## config.mk

```make
export PLATFORM = sky130hd
export DESIGN_NAME = tc_bank
export DESIGN_NICKNAME = d
export VERILOG_FILES = /design/src/rtl/tc_bank.sv
export SDC_FILE = /design/constraint.sdc
export NUM_CORES = 1
export LEC_CHECK = 0
export ABC_AREA = 1
export BUFFER_PORTS_ARGS = -buffer_cell sky130_fd_sc_hd__buf_2
export CORE_MARGIN = 8
export CORE_UTILIZATION = 45
export DETAILED_ROUTE_END_ITERATION = 6
export PLACE_DENSITY_LB_ADDON = 0.05
export SLEW_MARGIN = 20
export SYNTH_ARGS = -nofsm -noshare
export SYNTH_HDL_FRONTEND = slang
export SYNTH_SLANG_ARGS = --single-unit
```

## constraint.sdc

```tcl
create_clock -name clk -period 4.07 [get_ports clk]
set_input_delay 0.407 -clock clk [delete_from_list [all_inputs] [get_ports clk]]
set_output_delay 0.407 -clock clk [all_outputs]
set_load 0.01 [all_outputs]
```

## src/rtl/tc_bank.sv

```systemverilog
// tc_bank: NUM_CH independent down-counting timers behind one word-addressed register window.
// Defining TC_PRESCALE_EN adds an 8-bit per-channel prescaler in CTRL[15:8].
module tc_bank #(
  parameter int          NUM_CH = 4,
  parameter int          CNT_W  = 32,
  parameter logic [31:0] BASE   = 32'h00007f00
) (
  input  logic              clk,
  input  logic              reset,
  input  logic [29:0]       Addr,
  input  logic              WE,
  input  logic [31:0]       Din,
  output logic [31:0]       Dout,
  output logic [NUM_CH-1:0] IRQ,
  output logic              IRQ_any
);
  // state | meaning
  // IDLE  | channel stopped, waiting for EN
  // LOAD  | copy PRESET into COUNT
  // CNT   | counting down while EN
  // INT   | expiry seen; reload (MODE 1) or stop and clear EN
  typedef enum logic [1:0] {IDLE, LOAD, CNT, INT} state_t;

  localparam int CHW = (NUM_CH > 1) ? $clog2(NUM_CH) : 1;

  logic [31:0]    byte_a;
  logic [31:0]    rel;
  logic           hit;
  logic [CHW-1:0] csel;
  logic [1:0]     rsel;

  assign byte_a = {Addr, 2'b00};
  assign rel    = byte_a - BASE;
  assign hit    = (byte_a >= BASE) && (rel < 32'(16 * NUM_CH));
  assign csel   = rel[4 +: CHW];
  assign rsel   = rel[3:2];

  logic [31:0] rd_ctrl   [NUM_CH];
  logic [31:0] rd_preset [NUM_CH];
  logic [31:0] rd_count  [NUM_CH];
  logic [31:0] rd_status [NUM_CH];

  logic unused_din;
  assign unused_din = ^Din;

  for (genvar i = 0; i < NUM_CH; i++) begin : g_ch
    state_t           state;
    logic             en;
    logic             im;
    logic             pend;
    logic             step;
    logic [1:0]       mode;
    logic [CNT_W-1:0] preset;
    logic [CNT_W-1:0] count;
    logic             ch_sel;
    logic             wr_ctrl;
    logic             wr_preset;
    logic             wr_status;

    assign ch_sel    = WE && hit && (csel == CHW'(i));
    assign wr_ctrl   = ch_sel && (rsel == 2'd0);
    assign wr_preset = ch_sel && (rsel == 2'd1);
    assign wr_status = ch_sel && (rsel == 2'd3);

`ifdef TC_PRESCALE_EN
    logic [7:0] presc;
    logic [7:0] pcnt;
    assign step = (pcnt == presc);
`else
    assign step = 1'b1;
`endif

    always_ff @(posedge clk) begin
      if (reset) begin
        state  <= IDLE;
        en     <= 1'b0;
        im     <= 1'b0;
        mode   <= 2'd0;
        pend   <= 1'b0;
        preset <= '0;
        count  <= '0;
`ifdef TC_PRESCALE_EN
        presc  <= 8'd0;
        pcnt   <= 8'd0;
`endif
      end else begin
        // W1C is evaluated first so an expiry on the same edge overrides it
        if (wr_status && Din[0]) pend <= 1'b0;
        case (state)
          IDLE: if (en) state <= LOAD;
          LOAD: begin
            count <= preset;
            state <= CNT;
`ifdef TC_PRESCALE_EN
            pcnt  <= 8'd0;
`endif
          end
          CNT: begin
            if (!en) begin
              state <= IDLE;
            end else if (step) begin
              if (count > CNT_W'(1)) begin
                count <= count - CNT_W'(1);
              end else begin
                count <= '0;
                pend  <= 1'b1;
                state <= INT;
              end
            end
`ifdef TC_PRESCALE_EN
            if (en) pcnt <= step ? 8'd0 : pcnt + 8'd1;
`endif
          end
          INT: begin
            if (mode == 2'd1) begin
              state <= LOAD;
            end else begin
              en    <= 1'b0;
              state <= IDLE;
            end
          end
          default: state <= IDLE;
        endcase
        // CPU write comes last so it beats the FSM's EN clear in INT
        if (wr_ctrl) begin
          en   <= Din[0];
          mode <= Din[2:1];
          im   <= Din[3];
`ifdef TC_PRESCALE_EN
          presc <= Din[15:8];
`endif
        end
        if (wr_preset) preset <= Din[CNT_W-1:0];
      end
    end

`ifdef TC_PRESCALE_EN
    assign rd_ctrl[i] = {16'b0, presc, 4'b0, im, mode, en};
`else
    assign rd_ctrl[i] = {28'b0, im, mode, en};
`endif
    assign rd_preset[i] = 32'(preset);
    assign rd_count[i]  = 32'(count);
    assign rd_status[i] = {31'b0, pend};
    assign IRQ[i]       = pend & im;
  end

  always_comb begin
    Dout = '0;
    if (hit) begin
      case (rsel)
        2'd0:    Dout = rd_ctrl[csel];
        2'd1:    Dout = rd_preset[csel];
        2'd2:    Dout = rd_count[csel];
        default: Dout = rd_status[csel];
      endcase
    end
  end

  assign IRQ_any = |IRQ;

endmodule

```

==> results.json <==
{
  "wire_per_inst_um": 20.1,
  "switchingPower_mw": 1.48,
  "overflow": 0,
  "max_freq_mhz": 312,
  "cp_cell_sequence": "buf_2 -> nand2_1 -> nor2_1 -> nand2_2 -> nand3_1 -> nand3b_1 -> a21oi_1 -> nand3_4 -> nor2_8 -> inv_2 -> a41oi_1 -> buf_2",
  "slew_violations": 0,
  "final_common_cell": "nand2_1",
  "power_density_nw_per_um2": 319,
  "nFillCells": 4127,
  "cts_htree_levels": 2,
  "r2r-end": "g_ch[3].count[15]",
  "synth-seq-area-share": 0.325,
  "worstRegToRegCells": 9,
  "cts_tree": "built",
  "drt_wl_total_um": 68000,
  "viasPerCell": 5.61,
  "synthFlopType": "dfxtp_1",
  "syn_inst": 2818,
  "antenna_found_initial": 1,
  "crit_path_frequent_cell": "buf_2",
  "seq_power_share": 0.451,
  "drtAntennaViolNets": 0,
  "cts.sinks": 284,
  "netlist_top_cells_area": "dfxtp_1, nand2_1, nor2_1",
  "whs_path_depth": 3,
  "grt_max_degree": 84,
  "swShare": 0.240,
  "rr_startpoint": "g_ch[3].state[1]",
  "dieArea_sq_um": 45400,
  "grt_pass1_vias": 17300,
  "max_cap_viol_count": 0,
  "tns_ns": 0,
  "ir_drop_uv": 373,
  "worst_pin_slew_ns": 1.08,
  "status": "finished, violations left",
  "fin_crit_ns": 3.21,
  "cts_setup_buffers": 0,
  "syn-num-nets": 2891,
  "post-route-period-util": 0.788,
  "crit_slowest_cell": "inv_2",
  "globalplace.congestion": 0.982,
  "grt_setup_unrepaired": "false",
  "ys_warn_count": 0,
  "path_buf_inv": 3,
  "fin_worst_skew_ns": 0.0190,
  "synthArstFlopShare": 0,
  "synth_top_area_frac": 0.325,
  "layout.nets": 2920,
  "hold_class": "in -> reg",
  "p_leak_nw": 9.13,
  "hold_viol_final": 0,
  "drtPass1Iterations": 7,
  "start_util": 0.454,
  "path_clk_slew_ns": 0.06,
  "numPortBuffers": 101,
  "num_io_pins": 102,
  "power_frac_comb": 0.045,
  "clk_latency_ns": 0.55,
  "cts-resized-gates": 0,
  "internal_power_mw": 4.69,
  "crit_type": "in -> out",
  "pwr-share-clk": 0.504,
  "cts_buffer_depth": 3,
  "synth_cell_types": 52,
  "ys_seq_elements": 284,
  "fin_cells": 3386,
  "min_to": "g_ch[2].preset[8]",
  "postCtsHoldBufs": 0,
  "dp_hpwl_um": 50000,
  "cpPeakStageDelay_ns": 0.39,
  "seqCellArea_sq_um": 5690,
  "area_delta_synth_final_pct": 10.7,
  "vias": 19000,
  "max-slew-margin-rel": 0.282,
  "synth-edff-count": 0,
  "cp-end-kind": "output pin",
  "violations": "design-rule violations",
  "ff2ff_setup_slack_ns": 1.26,
  "cts_root_buf": "clkbuf_16",
  "syn-mean-instance-area_sq_um": 6.20,
  "rows": 72,
  "layout-drive-gt1-share": 0.0826,
  "synthesis.area_sq_um": 17500,
  "die_y_um": 213,
  "arrival_ns": 2.80,
  "post-route-cell-area_sq_um": 19300,
  "track_usage": 0.293,
  "drt_iter0_drc": 2145,
  "drc": 2,
  "synth_area_leader_cell": "dfxtp_1",
  "worstPathMaxFanout": 29,
  "antenna_cells": 0,
  "crit_family": "simple AND/OR/NAND/NOR gates",
  "final-setup-viol-count": 0,
  "dp.cells": 3328,
  "place_area_sq_um": 18200,
  "cp_data_required_time_ns": 3.66,
  "worstHoldStart": "Din[8]",
  "final_cell_mix": "nand2_1, nor2_1, inv_1, dfxtp_1, o21ai_0",
  "start_kind": "input port",
  "cts_buffers": 35,
  "grt_pass1_wl_um": 103000,
  "dieWidth_um": 213,
  "core_area_sq_um": 38500,
  "multi_input_area_sq_um": 9870
}
## worst max-delay path by stage
stage	start	slack, ns	endpoint	depth (start not counted)
2_1_floorplan	Addr[18]	1.59	Dout[20]	14
3_3_place_gp	Addr[13]	0.95	Dout[0]	13
3_5_place_dp	Addr[21]	0.90	Dout[0]	13
4_1_cts	Addr[21]	0.90	Dout[0]	13
5_1_grt	Addr[7]	0.66	Dout[31]	12
6_report	Addr[7]	0.86	Dout[0]	12
## cell type report
| cell class | count | share of cell area |
|---|---|---|
| multi-input cells | 2058 | 0.510 |
| flip-flops and latches | 284 | 0.294 |
| inverters | 332 | 0.0647 |
| clock buffers | 52 | 0.0527 |
| repair buffers | 136 | 0.0405 |
| well taps | 518 | 0.0335 |
| clock inverters | 6 | 0.00446 |
## logic make-up (layout without fill, tap and decap cells)
logic type      count (synthesis)  count (layout)  share of synthesized area
compound gates                607             607                      0.198
xor+xnor                       62              62                     0.0311
fa+ha+maj                       8               8                    0.00573
buf+inv                       476             526                      0.111
flops                         284             284                      0.325
simple gates                 1381            1381                      0.329
## state kept, by name (all words and copies together), names as in the netlist
name	cells
g_ch.mode	8
g_ch.en	4
g_ch.pend	4
g_ch.state	8
g_ch.preset	128
g_ch.count	128
g_ch.im	4
## worst min-delay path: cells and delay by family
family / cells / cell delay (ns)
buffers and inverters: 1 / 0.14
and+or+nand+nor: 2 / 0.15
## per-stage QoR
| step | hold slack, ns | utilization | total power [mW] | worst slack, ns |
|---|---|---|---|---|
| finish | 0.185 | 0.503 | 6.17 | 0.862 |
| global route | 0.184 | 0.503 | 6.35 | 0.658 |
| CTS | 0.153 | 0.503 | 6.22 | 0.897 |
| global placement | 0.452 | 0.474 | 3.11 | 0.946 |
| detailed placement | 0.456 | 0.474 | 3.11 | 0.897 |
| floorplan | 0.443 | - | 2.98 | 1.59 |
## per-layer routing
layer | GRT usage | share of wire | up-vias
met5 | 0 | 0.00013 | -
met4 | 0.0950 | 0.030 | 2
li1 | - | - | 9224
met2 | 0.453 | 0.44 | 747
met1 | 0.418 | 0.45 | 8928
met3 | 0.0374 | 0.076 | 107
## cell usage after synthesis, types with 5 or more instances
master	count
or2_2	6
o31ai_1	5
ha_1	8
nor4_1	6
o21ai_0	241
inv_1	324
nand4_4	8
xor2_1	59
buf_1	9
nand3_1	89
buf_2	20
nand2_1	670
o22ai_1	156
buf_6	14
nor2_1	511
a21oi_1	138
dfxtp_1	284
nand4_1	37
a22o_1	6
nor2_2	5
clkbuf_1	98
a21oi_2	10
nor3_1	28
a221oi_1	24
a31oi_1	9
nand3_2	5
inv_2	5
## power groups by stage
| stage | sequential (mW) | combinational, mW | clock [mW] |
|---|---|---|---|
| floorplan | 2.84 | 0.136 | 0 |
| global placement | 2.84 | 0.272 | 0 |
| detailed placement | 2.84 | 0.271 | 0 |
| CTS | 2.78 | 0.272 | 3.17 |
| global route | 2.78 | 0.291 | 3.28 |
| finish | 2.78 | 0.278 | 3.11 |
Power figures use the tool's default switching activity.
